### src/rtl/sprite_frame_streamer.sv
// Raster frame walker that upscales a sprite sheet by SCALE and streams pixels over valid/ready.
// Optional CONTINUOUS_REFRESH_EN: restart the next frame right after pix_last instead of waiting for a sel change.
module sprite_frame_streamer #(
  parameter int H_RES      = 240,
  parameter int V_RES      = 240,
  parameter int SCALE      = 5,
  parameter int PIXEL_SIZE = 16,
  parameter int MEM_DEPTH  = 7000,
  parameter int NUM_STATES = 14,
  localparam int ADDR_W    = $clog2(MEM_DEPTH),
  localparam int STATE_W   = $clog2(NUM_STATES)
) (
  input  logic                  clk,
  input  logic                  rst,
  input  logic [STATE_W-1:0]    sel,
  input  logic                  cfg_we,
  input  logic [STATE_W-1:0]    cfg_state,
  input  logic [7:0]            cfg_row_lo,
  input  logic [7:0]            cfg_row_hi,
  input  logic [ADDR_W-1:0]     cfg_base,
  output logic [ADDR_W-1:0]     mem_addr,
  input  logic [PIXEL_SIZE-1:0] mem_data,
  output logic [PIXEL_SIZE-1:0] pix_data,
  output logic                  pix_valid,
  input  logic                  pix_ready,
  output logic                  pix_first,
  output logic                  pix_last,
  output logic                  busy
);
  localparam int SRC_W   = H_RES / SCALE;
  localparam int SRC_H   = V_RES / SCALE;
  localparam int XW      = (H_RES > 1) ? $clog2(H_RES) : 1;
  localparam int YW      = (V_RES > 1) ? $clog2(V_RES) : 1;
  localparam int SW      = (SCALE > 1) ? $clog2(SCALE) : 1;
  localparam int CW      = ($clog2(SRC_H + 1) > 8) ? $clog2(SRC_H + 1) : 8;
  localparam int NUM_ENT = 1 << STATE_W;

  // Stream handshake: a pixel transfers on every clk edge where pix_valid && pix_ready;
  // pix_valid never drops and the pixel never changes until that transfer happens.
  typedef enum logic [1:0] {IDLE, PRIME, STREAM} state_t;
  state_t state_q, state_d;

  logic [7:0]         tbl_lo   [NUM_ENT];
  logic [7:0]         tbl_hi   [NUM_ENT];
  logic [ADDR_W-1:0]  tbl_base [NUM_ENT];
  logic [STATE_W-1:0] last_sel;
  logic [7:0]         sh_lo, sh_hi, ent_lo, ent_hi;
  logic [ADDR_W-1:0]  sh_off, ent_base;

  logic [XW-1:0]      x_q;
  logic [YW-1:0]      y_q;
  logic [SW-1:0]      sx_q, sy_q;
  logic [ADDR_W-1:0]  src_x_q, row_base_q, addr_now;
  logic [CW-1:0]      src_y_q;
  logic               done_q, at_last, in_band;

  logic               req_v, req_first, req_last, rd_v, rd_first, rd_last;
  logic [PIXEL_SIZE-1:0] buf_data [3];
  logic               buf_first [3];
  logic               buf_last  [3];
  logic [1:0]         wr_ptr, rd_ptr, cnt_q;
  logic [2:0]         occ;
  logic               pop, room, last_pop, relatch, issue;

  function automatic logic [1:0] inc3(input logic [1:0] p);
    return (p == 2'd2) ? 2'd0 : p + 2'd1;
  endfunction

  // A write landing in the same cycle as the latch is forwarded into the shadow.
  always_comb begin
    ent_lo   = tbl_lo[sel];
    ent_hi   = tbl_hi[sel];
    ent_base = tbl_base[sel];
    if (cfg_we && cfg_state == sel) begin
      ent_lo   = cfg_row_lo;
      ent_hi   = cfg_row_hi;
      ent_base = cfg_base;
    end
  end

  // sh_off folds base - row_lo*SRC_W so the overlay address is row_base + src_x + sh_off.
  assign in_band  = (src_y_q >= CW'(sh_lo)) && (src_y_q < CW'(sh_hi));
  assign addr_now = row_base_q + src_x_q + (in_band ? sh_off : '0);
  assign at_last  = (x_q == XW'(H_RES - 1)) && (y_q == YW'(V_RES - 1));

  assign pix_valid = (cnt_q != 2'd0);
  assign pix_data  = buf_data[rd_ptr];
  assign pix_first = pix_valid & buf_first[rd_ptr];
  assign pix_last  = pix_valid & buf_last[rd_ptr];
  assign busy      = (state_q != IDLE);
  assign pop       = pix_valid && pix_ready;
  assign last_pop  = pop && buf_last[rd_ptr];

  // Output slot plus two skid entries cover the two reads still in flight when the sink stalls.
  assign occ  = 3'(cnt_q) + 3'(req_v) + 3'(rd_v) - 3'(pop);
  assign room = (occ < 3'd3);

  always_comb begin
    state_d = state_q;
    relatch = 1'b0;
    issue   = 1'b0;
    case (state_q)
      IDLE: begin
        if (sel != last_sel) begin
          relatch = 1'b1;
          state_d = PRIME;
        end
      end
      PRIME: begin
        if (room) begin
          issue   = 1'b1;
          state_d = STREAM;
        end
      end
      STREAM: begin
        issue = room && !done_q;
        if (last_pop) begin
`ifdef CONTINUOUS_REFRESH_EN
          relatch = 1'b1;
          state_d = PRIME;
`else
          state_d = IDLE;
`endif
        end
      end
      default: state_d = IDLE;
    endcase
  end

  always_ff @(posedge clk) begin
    if (rst) begin
      state_q <= IDLE;
      for (int i = 0; i < NUM_ENT; i++) begin
        tbl_lo[i]   <= '0;
        tbl_hi[i]   <= '0;
        tbl_base[i] <= '0;
      end
    end else begin
      state_q <= state_d;
      if (cfg_we) begin
        tbl_lo[cfg_state]   <= cfg_row_lo;
        tbl_hi[cfg_state]   <= cfg_row_hi;
        tbl_base[cfg_state] <= cfg_base;
      end
    end
  end

  always_ff @(posedge clk) begin
    if (rst) begin
      last_sel   <= '1;
      sh_lo      <= '0;
      sh_hi      <= '0;
      sh_off     <= '0;
      x_q        <= '0;
      y_q        <= '0;
      sx_q       <= '0;
      sy_q       <= '0;
      src_x_q    <= '0;
      src_y_q    <= '0;
      row_base_q <= '0;
      done_q     <= 1'b0;
      mem_addr   <= '0;
    end else if (relatch) begin
      last_sel   <= sel;
      sh_lo      <= ent_lo;
      sh_hi      <= ent_hi;
      sh_off     <= ent_base - ADDR_W'(ent_lo) * ADDR_W'(SRC_W);
      x_q        <= '0;
      y_q        <= '0;
      sx_q       <= '0;
      sy_q       <= '0;
      src_x_q    <= '0;
      src_y_q    <= '0;
      row_base_q <= '0;
      done_q     <= 1'b0;
    end else if (issue) begin
      mem_addr <= addr_now;
      done_q   <= at_last;
      if (x_q == XW'(H_RES - 1)) begin
        x_q     <= '0;
        sx_q    <= '0;
        src_x_q <= '0;
        y_q     <= (y_q == YW'(V_RES - 1)) ? '0 : y_q + 1'b1;
        if (sy_q == SW'(SCALE - 1)) begin
          sy_q       <= '0;
          src_y_q    <= src_y_q + 1'b1;
          row_base_q <= row_base_q + ADDR_W'(SRC_W);
        end else begin
          sy_q <= sy_q + 1'b1;
        end
      end else begin
        x_q <= x_q + 1'b1;
        if (sx_q == SW'(SCALE - 1)) begin
          sx_q    <= '0;
          src_x_q <= src_x_q + 1'b1;
        end else begin
          sx_q <= sx_q + 1'b1;
        end
      end
    end
  end

  always_ff @(posedge clk) begin
    if (rst) begin
      req_v     <= 1'b0;
      req_first <= 1'b0;
      req_last  <= 1'b0;
      rd_v      <= 1'b0;
      rd_first  <= 1'b0;
      rd_last   <= 1'b0;
      wr_ptr    <= '0;
      rd_ptr    <= '0;
      cnt_q     <= '0;
      for (int i = 0; i < 3; i++) begin
        buf_data[i]  <= '0;
        buf_first[i] <= 1'b0;
        buf_last[i]  <= 1'b0;
      end
    end else begin
      req_v     <= issue;
      req_first <= issue && (x_q == '0) && (y_q == '0);
      req_last  <= issue && at_last;
      rd_v      <= req_v;
      rd_first  <= req_first;
      rd_last   <= req_last;
      if (rd_v) begin
        buf_data[wr_ptr]  <= mem_data;
        buf_first[wr_ptr] <= rd_first;
        buf_last[wr_ptr]  <= rd_last;
        wr_ptr            <= inc3(wr_ptr);
      end
      if (pop) rd_ptr <= inc3(rd_ptr);
      cnt_q <= cnt_q + 2'(rd_v) - 2'(pop);
    end
  end
endmodule

### config.mk
export PLATFORM = sky130hd
export DESIGN_NAME = sprite_frame_streamer
export DESIGN_NICKNAME = d
export VERILOG_FILES = /design/src/rtl/sprite_frame_streamer.sv
export SDC_FILE = /design/constraint.sdc
export NUM_CORES = 1
export LEC_CHECK = 0
export CORE_MARGIN = 2
export CORE_UTILIZATION = 50
export DETAILED_ROUTE_END_ITERATION = 7
export HOLD_SLACK_MARGIN = 0.08
export PLACE_DENSITY_LB_ADDON = 0.3
export SLEW_MARGIN = 15
export SYNTH_ARGS = -nofsm -noshare
export SYNTH_HDL_FRONTEND = slang
export SYNTH_SLANG_ARGS = --single-unit
### constraint.sdc
create_clock -name clk -period 4.9 [get_ports clk]
set_input_delay 0.49 -clock clk [delete_from_list [all_inputs] [get_ports clk]]
set_output_delay 0.49 -clock clk [all_outputs]
set_load 0.02 [all_outputs]
**Word-level counts from Yosys, hierarchy flattened**

Memory sizes are Yosys's and may differ from the RTL's. A register that Yosys moved wholly into a read port is not among the register bits.
Cells that the tools add are included.

- Register bits: 109
- Bits in writable memories: 518
- Input bits: 57
- Output and inout bits: 33
- Logic and storage cells: 145
- Memories kept: 6

Memory list:

| memory | depth | bits a word | read ports | clocked after memory_dff | write ports | RTL line | source |
|---|---|---|---|---|---|---|---|
| tbl_base | 16 | 13 | 1 | 0 | 16 | 45 | `logic [ADDR_W-1:0] tbl_base [NUM_ENT];` |
| tbl_hi | 16 | 8 | 1 | 1 | 16 | 44 | `logic [7:0] tbl_hi [NUM_ENT];` |
| tbl_lo | 16 | 8 | 1 | 0 | 16 | 43 | `logic [7:0] tbl_lo [NUM_ENT];` |
| buf_data | 3 | 16 | 1 | 1 | 3 | 58 | `logic [PIXEL_SIZE-1:0] buf_data [3];` |
| buf_first | 3 | 1 | 1 | 1 | 3 | 59 | `logic buf_first [3];` |
| buf_last | 3 | 1 | 1 | 1 | 3 | 60 | `logic buf_last [3];` |

- $add $sub $neg: 17
- Multiply operators: 1
- Magnitude comparators: 3
- Equality and inequality tests: 13
- Muxes and demuxes: 52
- Bitwise operators: 3
- Reduce and logical (&&, ||, !) cells: 28

Operators with widths:

| operator | count |
|---|---|
| $mux W13 | 5 |
| $mux W8 | 5 |
| $mux W2 | 14 |
| $add A13 B13 Y13 | 2 |
| $add A8 B1 Y8 const B | 3 |
| $mux W1 | 19 |
| $eq A8 B8 Y1 const B | 2 |
| $logic_not A8 Y1 | 2 |
| $mux W16 | 1 |
| $reduce_or A16 Y1 | 1 |
| $reduce_or A8 Y1 | 2 |
| $add A13 B1 Y13 const B | 1 |
| $add A13 B6 Y13 const B | 1 |
| $reduce_or A13 Y1 | 1 |
| $sub A13 B13 Y13 | 1 |
| $mux W4 | 3 |
| $logic_and A1 B1 Y1 | 9 |
| $mul A8 B2 Y9 const B | 1 |
| $mux W3 | 3 |
| $ge A8 B8 Y1 | 1 |
| $lt A8 B8 Y1 | 1 |
| $add A3 B1 Y3 const B | 2 |
| $eq A2 B2 Y1 const B | 3 |
| $eq A3 B3 Y1 const B | 2 |
| other kinds (22) | 32 |

**Logic depth before layout (Yosys ltp)**

Gate-level depths: netlist of the first run.

- Depth in word-level cells: 8
- Mapped depth: 24
- Depth with buffers taken out: 21

**Least setup slack after synthesis of the first run**

OpenSTA, ideal clock, no wires.

- Path type: input to register
- From: in sel[0]
- To: reg sh_off[12]
- Arrival: 4.304 ns
- Path slack: 0.476 ns
- Stages: 22
- Cell sequence: buf_6 -> buf_4 -> mux4_2 -> mux4_2 -> mux2i_1 -> inv_1 -> ha_1 -> inv_1 -> fa_1 -> inv_1 -> a21oi_1 -> o21bai_1 -> xnor2_1 -> ha_1 -> nand3_1 -> o211ai_1 -> o21ai_0 -> nand2b_1 -> a21oi_1 -> xor2_1 -> and3_1 -> nor3_2

- Cells in the longest elaborated chain, start to end: 5
- Elaborated cells on any way between the ends: 11

RTL lines:

| what | RTL line | source |
|---|---|---|
| start, declared | 15 | `input logic [STATE_W-1:0] sel,` |
| branches (longest 2 deep; another with $mem_v2 Z16 W8) | n/a |  |
| $mux W8 * | 74 | `if (cfg_we && cfg_state == sel) begin` |
| named net ent_lo[1] | 47 | `logic [7:0] sh_lo, sh_hi, ent_lo, ent_hi;` |
| $mul A8 B2 Y9 * | 167 | `sh_off <= ent_base - ADDR_W'(ent_lo) * ADDR_W'(SRC_W);` |
| $sub A13 B13 Y13 * | 167 |  |
| end signal, assigned | 167 |  |
| end, declared | 48 | `logic [ADDR_W-1:0] sh_off, ent_base;` |

Mark *: on every way through the listed nets, which the timed path passes.
A chain may end at the register's enable or synchronous reset.

**Worst setup path after layout of the first run**

- From: mem tbl_lo[10][1]
- To: reg sh_off[12]

- Cells in the longest elaborated chain, start to end: 4

RTL lines:

| what | RTL line |
|---|---|
| start, declared | 43 |
| $mem_v2 Z16 W8 | n/a |
| $mux W8 | 74 |
| named net ent_lo[1] | 47 |
| $mul A8 B2 Y9 | 167 |
| $sub A13 B13 Y13 | 167 |

The timed path passes the listed nets, and every way through them passes these cells.

==> results.md, run 1 <==
* Run status: completed
* Post-detailed-route wirelength per cell at 25.1 um
* Setup Fix Bufs, Post-CTS at 0
* Via count of the first global-routing pass at 18.8k
* Syn Std Cell Area at 0.0307 sq mm
* CTS tree: yes
* Hold buffers post-CTS at 0
* GRT Total Usage at 24.9%
* Post-cts gate resize count at 0
* Worst Path Required at 5390 ps
* Count of final max-slew check failures at 0
* Sum of negative setup slack at 0 ps
* Setup repair after global routing missed its margin: false
* H-Tree Level Count at 3
* Routed Wire Length at 77400 um
* Die width at 252 um
* Total leakage power at between 10 and 15 nW
* Row Count at 90
* Worst-case setup margin in the final layout at 553 ps
* Area of the die at about 0.063 sq mm
* Number of ports placed on the die boundary at 90
* Sinks on the clock net at 651
* Class of the most critical setup path: reg2reg
* Pin count of the biggest net entering global routing at 64
* Worst hold slack across all endpoints at around 450 ps
* First-pass GRT wire length at 116000 um
* Post-layout power at around 14 mW
* Post-CTS clock slew at the launch and capture registers of the worst setup and hold paths at 60 ps
* Layout Skew at 24.1 ps
* Async S/R FF share, synth at 0%
* Initial drt markers at slightly below 2k
* Worst vdd ir at ~280 uV
* DR DRC count at 0
* Library cell occupying the most area in the post-synthesis netlist: sky130_fd_sc_hd__edfxtp_1
* Endpoint type of the worst setup path: flip-flop
* Critical path buffer and inverter count at 3
* Longest individual stage delay on the worst path at 500 ps
* Max Clock Freq at between 200 and 250 MHz
* Total clock buffers created by CTS at 70
* Post-synth cell types at 55
* Worst Path Arrival at 4840 ps
* Pin slew with the least headroom to its limit at 1250 ps
* Starting density of the core at 50.7%
* Number of synthesized flops with an enable pin at 536
* Vias per std cell at 5.92
* Ordered list of cells on the worst path: mux4_2, mux4_2, mux2i_1, inv_1, ha_1, inv_1, fa_1, inv_1, a21oi_1, o21bai_1, xnor2_1, ha_1, nand3_1, o211ai_1, o21ai_0, nand2b_1, a21oi_1, xor2_1, and3_1, nor3_2
* CTS root buf: sky130_fd_sc_hd__clkbuf_16
* Layout-stage area growth over the synthesis result at 13.2%
* Dominant delay contributor by cell family on the critical path: multiplexers
* Worst setup slack before clock tree synthesis at 162 ps
* Buffers on Ports at just under 90
* Critical path launch point type: flip-flop
* Count of endpoints failing hold in the final timing report at 0
* Deepest clock path buffer count at 3
* Highest net fanout along the worst path at 5
* Fin crit share at 88.7%
* Average cell area after synthesis at around 14 sq um
* Cell count after synthesis at ~2.2k
* Flip-flop and latch count after synthesis at 651
* Max-Cap Viols at 0
* Y dimension of the die at 252 um
* DPL Wire Length at 46300 um
* Pre-antenna DRT Iters at 6
* Power density over the cells at 403 mW/mm^2
* Gpl congestion at ~0.83
* Core box area at 0.0605 sq mm
* Most instantiated flip-flop cell in the synthesis netlist: sky130_fd_sc_hd__edfxtp_1
* Worst-path cell with the longest stage delay: sky130_fd_sc_hd__mux4_2
* Routed Antenna Nets at 0
* Final Non-Filler Cells at around 3.1k
* Insertion delay of the later-clocked pin in the worst-skew pair at 610 ps
* Largest cells by area after synthesis: sky130_fd_sc_hd__edfxtp_1 (52%), sky130_fd_sc_hd__mux4_2 (12%), sky130_fd_sc_hd__and2_1 (11%)
* Synthesized net count at between 2k and 2.5k
* Share of the synthesized area in the top cell type at a little over half
* Clock period minus worst slack at 4350 ps
* Initial antenna violation count at 6
* Nets at 2390
* Final Setup Violations at 0
* Count of placed standard cells including taps at 2968
* Headroom to the max-slew limit at 16.2%
* Crit-path most repeated cell: sky130_fd_sc_hd__inv_1
* Number of vias after detailed routing at about 18k
* Seq/Total Area, Yosys at 60.0%
* Leftover overflow at the end of global routing at 0
* Warning count from the yosys run at 0
* Fraction of layout instances using a drive strength above 1 at 16.7%
* Worst min-delay path category: reg2reg
sequential cells by signal, summed over array words and instances, names as in the netlist, 9 cells and up, named ones only:
signal	count
sh_off	13
tbl_lo	128
src_x_q	13
tbl_hi	128
buf_data	64
row_base_q	9
tbl_base	208
mem_addr	13
cells in the final DEF (no fill, tap or decap), types with 54 or more instances in the layout:
cell / n
sky130_fd_sc_hd__dfxtp_1: 115
sky130_fd_sc_hd__edfxtp_1: 536
sky130_fd_sc_hd__nand2_1: 88
sky130_fd_sc_hd__mux4_2: 161
sky130_fd_sc_hd__and2_1: 531
sky130_fd_sc_hd__nor2_1: 88
sky130_fd_sc_hd__inv_1: 54
sky130_fd_sc_hd__clkdlybuf4s50_1: 84
sky130_fd_sc_hd__clkbuf_16: 73
sky130_fd_sc_hd__ha_1: 62
sky130_fd_sc_hd__buf_4: 65
layout make-up:
cell class,instances,area (sq um)
Fill cell,4679,25700
Sequential cell,651,18400
Multi-Input combinational cell,1325,11600
Clock buffer,97,1930
Timing Repair Buffer,156,1420
Tap cell,782,978
Clock inverter,21,224
Inverter,54,203
Antenna cell,1,2.50
synthesized netlist by cell type (6+ instances only):
cell and n:
sky130_fd_sc_hd__a31oi_1 6, sky130_fd_sc_hd__mux2i_1 27, sky130_fd_sc_hd__a21oi_1 48, sky130_fd_sc_hd__nor3_1 22, sky130_fd_sc_hd__ha_1 62, sky130_fd_sc_hd__buf_6 8
sky130_fd_sc_hd__clkbuf_1 104, sky130_fd_sc_hd__nand3_1 18, sky130_fd_sc_hd__nand2b_1 8, sky130_fd_sc_hd__or3_1 12, sky130_fd_sc_hd__and3_1 7, sky130_fd_sc_hd__or2_2 7
sky130_fd_sc_hd__mux4_2 161, sky130_fd_sc_hd__and2_1 531, sky130_fd_sc_hd__nor2b_1 11, sky130_fd_sc_hd__buf_2 26, sky130_fd_sc_hd__xnor2_1 32, sky130_fd_sc_hd__a211oi_1 26
sky130_fd_sc_hd__mux2_2 13, sky130_fd_sc_hd__dfxtp_1 115, sky130_fd_sc_hd__buf_4 13, sky130_fd_sc_hd__xor2_1 37, sky130_fd_sc_hd__o21ai_0 31, sky130_fd_sc_hd__nand4_1 11
sky130_fd_sc_hd__a21o_1 9, sky130_fd_sc_hd__edfxtp_1 536, sky130_fd_sc_hd__nor2_1 100, sky130_fd_sc_hd__nand2_1 88, sky130_fd_sc_hd__fa_1 13, sky130_fd_sc_hd__inv_1 54
report_power, final:
part	internal, mW	switching [mW]	leakage (nW)	total, mW
clock network	2.96	2.13	1.05	5.09
logic	0.974	1.40	5.15	2.37
registers	6.38	0.166	6.08	6.54
total	10.3	3.69	12.3	14.0
metal layers:
layer,up-vias,track usage [%],part of all wire [%]
met5,-,0,0.057
li1,8026,-,-
met3,138,5.04,7.8
met1,9347,33.5,41
met2,745,41.2,49
met4,6,7.50,2.5
metrics by stage:
stage,util [%],area (sq um)
6_report,57.4,34700
5_1_grt,57.4,34700
4_1_cts,57.4,34700
3_5_place_dp,53.9,32600
3_3_place_gp,53.9,32600
2_1_floorplan,-,30700
worst paths after layout:
| check | start | to | slack, ps | cells past startpoint |
|---|---|---|---|---|
| max | tbl_lo[10][1] | sh_off[12] | 550 | 20 |
| min | sh_off[5] | sh_off[5] | 450 | 2 |
| max reg2reg | tbl_lo[10][1] | sh_off[12] | 550 | 20 |
| min reg2reg | sh_off[5] | sh_off[5] | 450 | 2 |
tightest hold or removal path, cell delays in order (launching register included):
cell and delay [ps]:
sky130_fd_sc_hd__dfxtp_1 300, sky130_fd_sc_hd__nand2_1 50, sky130_fd_sc_hd__a21oi_1 50
cell families (layout without fill, tap and decap cells):
kind of cell | Yosys count | after routing | synth area share, %
xor gates and xnor gates | 69 | 69 | 1.97
DFF | 651 | 651 | 60.0
adders and majority gates | 75 | 75 | 3.38
and+or+nand+nor | 843 | 843 | 15.8
buffers and inverters | 208 | 328 | 3.01
muxes | 201 | 201 | 13.2
AOI/OAI and AO/OA | 137 | 137 | 2.73
other | 0 | 1 | 0
Note: power is estimated with default switching activity, not from simulation.
==> inputs of run 2 (changes only) <==
- CORE_ASPECT_RATIO: unset -> 0.8
- MAX_ROUTING_LAYER: unset -> met4
- clock period: 4.9 -> 4.3 ns (I/O delays scaled with it)
==> results.md, run 2 (same netlist as run 1, synthesis figures left out) <==
* Headroom to the max-slew limit at 23.6% (+7.3 points)
* H-Tree Level Count at 3 (unchanged)
* Core box area at 0.0609 sq mm (+0.73%)
* Run status: completed
* Deepest clock path buffer count at 3 (unchanged)
* Clock period minus worst slack at 4180 ps (-168 ps)
* Fraction of layout instances using a drive strength above 1 at 19.1% (+2.5 points)
* Highest net fanout along the worst path at 3 (-2)
* First-pass GRT wire length at 116000 um (+0.10%)
* DR DRC count at 0 (unchanged)
* Layout Skew at 39.2 ps (+15.1 ps)
* Total clock buffers created by CTS at 67 (-4.3%)
* Register name with the most flops: tbl_base
* Count of placed standard cells including taps at 3069 (+3.4%)
* Final-layout fill cell count at 4730 (+1.1%)
* Final Non-Filler Cells at 3195 (+3.5%)
* Pin count of the biggest net entering global routing at 45 (-30%)
* GRT Total Usage at 25.6% (+0.69 points)
* Starting density of the core at 50.4% (-0.37 points)
* Most frequent standard cell in the layout excluding fill and tap cells: sky130_fd_sc_hd__edfxtp_1
* Post-CTS clock slew at the launch and capture registers of the worst setup and hold paths at 60 ps (about the same)
* Buffers on Ports at 89 (unchanged)
* Ordered list of cells on the worst path: mux4_2, mux4_2, mux2_2, ha_1, inv_1, fa_2, inv_1, a21oi_2, o21bai_2, buf_4, a21o_1, a21oi_2, xor2_1, ha_1, a21oi_2, xor2_1, and3_1, nor3_2
* Crit-path most repeated cell: sky130_fd_sc_hd__a21oi_2
* Total leakage power at 12.6 nW (+2.4%)
* Setup repair after global routing missed its margin: true
* Die width at 281 um (+12%)
* Area of the die at 0.0634 sq mm (about the same)
* Count of final max-slew check failures at 0 (unchanged)
* Sinks on the clock net at 651 (unchanged)
* Final Setup Violations at 0 (unchanged)
* Class of the most critical setup path: reg2reg
* Critical path launch point type: flip-flop
* Initial antenna violation count at 5 (-1)
* Y dimension of the die at 226 um (-10%)
* Nets at 2442 (+2.2%)
* Sum of negative setup slack at 0 ps (unchanged)
* Initial drt markers at 1843 (-5.4%)
* Power density over the cells at 453 mW/mm^2 (+12%)
* Endpoint type of the worst setup path: flip-flop
* Layout-stage area growth over the synthesis result at 15.1%
* Worst Path Arrival at 4650 ps (-190 ps)
* Fin crit share at 97.2% (+8.5 points)
* Registers with the most flip-flops: tbl_base: 208 flops, tbl_hi: 128 flops, tbl_lo: 128 flops
* Max FFs per register at 208 (unchanged)
* Pin slew with the least headroom to its limit at 1150 ps (-109 ps)
* Number of ports placed on the die boundary at 90 (unchanged)
* Pre-antenna DRT Iters at 6 (unchanged)
* Longest individual stage delay on the worst path at 490 ps (about the same)
* Insertion delay of the later-clocked pin in the worst-skew pair at 620 ps (about the same)
* Worst setup slack before clock tree synthesis at -294 ps (-456 ps)
* Via count of the first global-routing pass at 18.7k (-0.51%)
* Max Clock Freq at 239 MHz (+4.0%)
* Standard cell area after detailed placement at 0.0331 sq mm (+1.8%)
* Routed Antenna Nets at 0 (unchanged)
* Count of endpoints failing hold in the final timing report at 0 (unchanged)
* Routed Wire Length at 77000 um (-0.55%)
* CTS tree: yes
* Commonest cells after routing, fill and taps aside: sky130_fd_sc_hd__edfxtp_1 (536), sky130_fd_sc_hd__and2_1 (531), sky130_fd_sc_hd__mux4_2 (161)
* Worst-path cell with the longest stage delay: sky130_fd_sc_hd__mux4_2
* Finished Cell Area at 0.0353 sq mm (+1.7%)
* Max-Cap Viols at 0 (unchanged)
* Hold buffers post-CTS at 0 (unchanged)
* CTS root buf: sky130_fd_sc_hd__clkbuf_16
* Worst vdd ir at 270 uV (-3.7%)
* Leftover overflow at the end of global routing at 0 (unchanged)
* Worst-case setup margin in the final layout at 121 ps (-432 ps)
* Gpl congestion at 0.904 (+9.1%)
* DPL Wire Length at 49800 um (+7.6%)
* Worst Path Required at 4770 ps (-620 ps)
* Post-detailed-route wirelength per cell at 24.1 um (-3.9%)
* Row Count at 81 (-10%)
* Worst hold slack across all endpoints at 431 ps (-20.0 ps)
* Worst min-delay path category: in2reg
* Number of vias after detailed routing at 18.3k (+0.38%)
* Vias per std cell at 5.74 (-3.0%)
## run 2: cell count changes in the layout (fill, tap and decap cells not counted), moves of 4 or more
cell,before,now
sky130_fd_sc_hd__buf_12,3,13
sky130_fd_sc_hd__a21oi_1,48,44
sky130_fd_sc_hd__clkbuf_16,73,69
sky130_fd_sc_hd__clkinvlp_4,0,5
sky130_fd_sc_hd__clkinv_1,6,15
sky130_fd_sc_hd__clkbuf_1,23,15
sky130_fd_sc_hd__buf_4,65,110
sky130_fd_sc_hd__a21oi_2,0,4
## run 2: final cells by class
class                      instances  area, sq um  area share (%)
sequential                       651        18400            52.1
inverter                          54          203           0.574
tap                              830         1040            2.94
clock buffer                      84         1780            5.05
clock inverter                    37          327           0.925
timing repair buffer             211         1960            5.54
antenna                            3         7.51          0.0213
multi-input combinational       1325        11600            32.9
## run 2: worst max-delay path, delay by kind of cell, from the launching register on
kind | cells | cell delay [ps]
flip-flops | 1 | 420
XOR/XNOR | 2 | 390
AND/OR/NAND/NOR | 2 | 270
buffers and inverters | 3 | 260
multiplexers | 3 | 1260
AO/OA/AOI/OAI | 5 | 740
adder cells (fa/ha/maj) | 3 | 700
## run 2: per-stage QoR
stage | util (%) | total power, mW
after floorplan | - | 9.33
after global placement | 54.4 | 10.3
after detailed placement | 54.4 | 10.4
after CTS | 57.9 | 16.0
after global routing | 58.0 | 16.6
final | 58.0 | 16.0
## run 2: final timing paths
kind	startpoint	end	slack (ps)	depth (start not counted)
max	tbl_lo[9][0]	sh_off[12]	120	18
min reg2reg	req_first	rd_first	440	1
min	rst	wr_ptr[1]	430	3
max reg2reg	tbl_lo[9][0]	sh_off[12]	120	18
## run 2: repair_timing
item | CTS | global route
endpoints found under the setup margin | 0 | 6
setup buffers | 0 | 2
gates resized for setup | 0 | 13
## run 2: report_power, final
part / internal [mW] / leakage (nW) / switching, mW
combinational: 1.27 / 5.48 / 1.61
clock: 3.21 / 1.01 / 2.47
sequential: 7.26 / 6.08 / 0.187
## run 2: layer usage
| metal | vias up | global-route usage, % | part of all wire [%] |
|---|---|---|---|
| li1 | 8146 | - | - |
| met1 | 9319 | 35.3 | 43 |
| met2 | 757 | 38.7 | 46 |
| met3 | 110 | 5.38 | 8.1 |
| met4 | 0 | 7.40 | 2.5 |
| met5 | - | - | 0 |
==> inputs of run 3 (changes only) <==
- ABC_AREA: unset -> 1
==> results.md, run 3 <==
* Run status: completed
* Class of the most critical setup path: in2reg
* Layout-stage area growth over the synthesis result at 14.0%
* Hold buffers post-CTS at 0 (unchanged)
* Deepest clock path buffer count at 3 (unchanged)
* Fin crit share at 90.6% (-6.6 points)
* Async S/R FF share, synth at 0% (unchanged)
* Max-Cap Viols at 0 (unchanged)
* Sequential Power Share at 45.4% (-1.1 points)
* Die width at 279 um (-0.79%)
* Power density over the cells at 476 mW/mm^2 (+5.1%)
* Sw frac at 28.5% (+1.9 points)
* Commonest cells after routing, fill and taps aside: sky130_fd_sc_hd__nor2_1 (877), sky130_fd_sc_hd__edfxtp_1 (536), sky130_fd_sc_hd__o21ai_0 (332)
* Buffers on Ports at 89 (unchanged)
* H-Tree Level Count at 3 (unchanged)
* Starting density of the core at 50.6% (+0.24 points)
* Max FFs per register at 208 (unchanged)
* Critical path buffer and inverter count at 3 (unchanged)
* Total leakage power at 13.0 nW (+3.5%)
* Longest individual stage delay on the worst path at 500 ps (about the same)
* Crit-path most repeated cell: sky130_fd_sc_hd__nand2_1
* Number of vias after detailed routing at 23.7k (+30%)
* Vias per std cell at 5.94 (+3.5%)
* Setup Fix Bufs, Post-CTS at 0 (unchanged)
* Initial antenna violation count at 2 (-3)
* Register name with the most flops: tbl_base
* Average cell area after synthesis at 9.79 sq um (-30%)
* Most frequent standard cell in the layout excluding fill and tap cells: sky130_fd_sc_hd__nor2_1
* Pin slew with the least headroom to its limit at 957 ps (-190 ps)
* Seq/Total Area, Yosys at 60.9% (+0.97 points)
* Layout Skew at 31.0 ps (-8.26 ps)
* Clock period minus worst slack at 3890 ps (-284 ps)
* Post-CTS clock slew at the launch and capture registers of the worst setup and hold paths at 60 ps (about the same)
* Count of endpoints failing hold in the final timing report at 0 (unchanged)
* Sinks on the clock net at 651 (unchanged)
* Count of final max-slew check failures at 0 (unchanged)
* Total clock buffers created by CTS at 66 (-1.5%)
* Worst vdd ir at 332 uV (+23%)
* Routed Wire Length at 88500 um (+15%)
* GRT Total Usage at 29.1% (+3.5 points)
* Routed Antenna Nets at 0 (unchanged)
* Row Count at 80 (-1.2%)
* Endpoint type of the worst setup path: flip-flop
* Setup repair after global routing missed its margin: false
* Y dimension of the die at 224 um (-0.78%)
* Number of ports placed on the die boundary at 90 (unchanged)
* Ordered list of cells on the worst path: clkdlybuf4s50_1, inv_1, nor2_1, nor3_1, nand3_2, buf_4, o21ai_0, ha_1, a21oi_1, o21ai_0, nand2_1, nand2_1, a21oi_1, xor2_1, ha_1, a21oi_1, o21ai_0, a31oi_1, nand3_1, nand2_1, nand2_1, nand3_1, nand2_1
* Crit Reg-Reg Startpoint: src_y_q[5]
* Post-layout power at 16.4 mW (+2.4%)
* Max Clock Freq at 257 MHz (+7.3%)
* Core box area at 0.0597 sq mm (-2.1%)
* CTS root buf: sky130_fd_sc_hd__clkbuf_16
* Switching pwr at 4.68 mW (+9.5%)
* Share of the synthesized area in the top cell type at 53.3% (+0.85 points)
* Initial drt markers at 3191 (+73%)
* DPL Wire Length at 54100 um (+8.7%)
* Insertion delay of the later-clocked pin in the worst-skew pair at 610 ps (about the same)
* Leftover overflow at the end of global routing at 0 (unchanged)
* Part of the total power dissipated in combinational logic at 19.5% (+1.5 points)
* Area of the die at 0.0624 sq mm (-1.6%)
* Largest cells by area after synthesis: sky130_fd_sc_hd__edfxtp_1 (53%), sky130_fd_sc_hd__nor2_1 (11%), sky130_fd_sc_hd__dfxtp_1 (7.6%)
* Library cell occupying the most area in the post-synthesis netlist: sky130_fd_sc_hd__edfxtp_1
* Count of placed standard cells including taps at 3876 (+26%)
* Gpl congestion at 0.930 (+2.8%)
* Post-synth cell types at 46 (-16%)
* Most used standard cells in the synthesized netlist: sky130_fd_sc_hd__nor2_1 (878), sky130_fd_sc_hd__edfxtp_1 (536), sky130_fd_sc_hd__o21ai_0 (332)
* Warning count from the yosys run at 0 (unchanged)
* Highest net fanout along the worst path at 20 (+17)
* Pin count of the biggest net entering global routing at 57 (+27%)
* Most repeated cell in the gate-level netlist after synthesis: sky130_fd_sc_hd__nor2_1
* Headroom to the max-slew limit at 35.8% (+12 points)
* Registers with the most flip-flops: tbl_base: 208 flops, tbl_hi: 128 flops, tbl_lo: 128 flops
* Final Non-Filler Cells at 3997 (+25%)
* Nets at 3297 (+35%)
* Critical path launch point type: input pin
* Worst hold slack across all endpoints at 412 ps (-19.1 ps)
* Origin of the worst setup path: sel[3]
* Number of synthesized flops with an enable pin at 536 (unchanged)
* Worst min-delay path category: in2reg
* CTS tree: yes
* Post-detailed-route wirelength per cell at 22.1 um (-8.1%)
* Fraction of layout instances using a drive strength above 1 at 7.96% (-11 points)
* Footprint of the multi-input gates at 0.0101 sq mm (-13%)
* Dominant delay contributor by cell family on the critical path: compound AO/OA/AOI/OAI gates
* Pre-antenna DRT Iters at 6 (unchanged)
* Final Setup Violations at 0 (unchanged)
* Post-cts gate resize count at 0 (unchanged)
* Internal power consumption at 11.7 mW (-0.22%)
* DR DRC count at 0 (unchanged)
* Worst-path cell with the longest stage delay: sky130_fd_sc_hd__clkdlybuf4s50_1
* Via count of the first global-routing pass at 23.1k (+24%)
* Worst Path Required at 4800 ps (+30 ps)
* Worst Path Arrival at 4390 ps (-260 ps)
* Launch point of the worst hold path: mem_data[12]
* Most instantiated flip-flop cell in the synthesis netlist: sky130_fd_sc_hd__edfxtp_1
* Flip-flop and latch count after synthesis at 651 (unchanged)
* First-pass GRT wire length at 135000 um (+16%)
* Cell count after synthesis at 3085 (+41%)
* Clock network fraction of total power at 35.0% (-0.4 points)
* Syn Std Cell Area at 0.0302 sq mm (-1.6%)
* Synthesized net count at 3217 (+39%)
* FF+latch area at 0.0184 sq mm (about the same)
* Final-layout fill cell count at 5020 (+6.1%)
run 3: cell count changes after synthesis, moves of 22 or more:
cell / change
sky130_fd_sc_hd__a21oi_1: +36
sky130_fd_sc_hd__mux4_2: -161
sky130_fd_sc_hd__o221ai_1: +79
sky130_fd_sc_hd__mux2i_1: -27
sky130_fd_sc_hd__nand3_1: +104
sky130_fd_sc_hd__o21ai_0: +301
sky130_fd_sc_hd__nand2_1: +131
sky130_fd_sc_hd__inv_1: +142
sky130_fd_sc_hd__clkbuf_1: +58
sky130_fd_sc_hd__o22ai_1: +35
sky130_fd_sc_hd__nor2_1: +778
sky130_fd_sc_hd__and2_1: -531
sky130_fd_sc_hd__o211ai_1: +22
run 3: power groups by stage:
stage	registers, mW	logic, mW	clock network [mW]
finish	7.45	3.20	5.74
global placement	7.56	3.09	0
floorplan	7.56	1.93	0
global route	7.49	3.52	6.04
detailed placement	7.58	3.15	0
CTS	7.45	3.18	5.80
run 3: metal layers:
layer | vias to the layer above | global-route usage [%] | share of wire (%)
met4 | 0 | 11.2 | 3.9
met1 | 11400 | 39.1 | 40
met2 | 1327 | 44.2 | 45
li1 | 10700 | - | -
met5 | - | - | 0
met3 | 243 | 5.48 | 10
run 3: worst paths after layout:
path | end | slack (ps) | cells after the start
setup / recovery | sh_off[12] | 410 | 23
hold / removal | buf_data[3][12] | 410 | 1
setup reg to reg | mem_addr[10] | 480 | 17
hold reg to reg | rd_last | 410 | 2
run 3: worst reg2reg max path: stages (launching register included):
cell	delay, ps
sky130_fd_sc_hd__dfxtp_1	450
sky130_fd_sc_hd__ha_1	290
sky130_fd_sc_hd__a21oi_1	150
sky130_fd_sc_hd__o21ai_0	90
sky130_fd_sc_hd__a21oi_1	140
sky130_fd_sc_hd__buf_4	160
sky130_fd_sc_hd__nand2_1	240
sky130_fd_sc_hd__nor2_1	280
sky130_fd_sc_hd__fa_1	470
sky130_fd_sc_hd__ha_1	400
sky130_fd_sc_hd__nand2_1	90
sky130_fd_sc_hd__nand2_1	70
sky130_fd_sc_hd__a31oi_1	250
sky130_fd_sc_hd__nand2_1	120
sky130_fd_sc_hd__a21oi_1	170
sky130_fd_sc_hd__xor2_1	200
sky130_fd_sc_hd__nor2_1	70
sky130_fd_sc_hd__nor2_1	100
run 3: cell type report:
class                   instances  area share (%)
diodes                          2          0.0145
inverters                     219            2.40
clock inverters                33           0.906
repair buffers                224            5.77
clock buffers                  86            5.26
well taps                     779            2.83
multi-input cells            2003            29.3
flip-flops and latches        651            53.5
run 3: metrics by stage:
stage,util (%),setup TNS (ps),area (sq um),setup slack [ps]
after floorplan,-,0,30200,430
after global placement,54.1,-11.5,32300,-11.5
after detailed placement,54.1,-133,32300,-115
after CTS,57.7,0,34400,495
after global routing,57.7,0,34400,59.6
final,57.7,0,34400,405
run 3: cell families (layout without fill, tap and decap cells):
kind of cell | after synthesis | count (layout) | synth area share, %
other | 0 | 2 | 0
and+or+nand+nor | 1297 | 1297 | 17.4
AOI/OAI and AO/OA | 592 | 592 | 11.4
buffers and inverters | 431 | 562 | 5.67
xor gates and xnor gates | 39 | 39 | 1.13
DFF | 651 | 651 | 60.9
adders and majority gates | 75 | 75 | 3.43
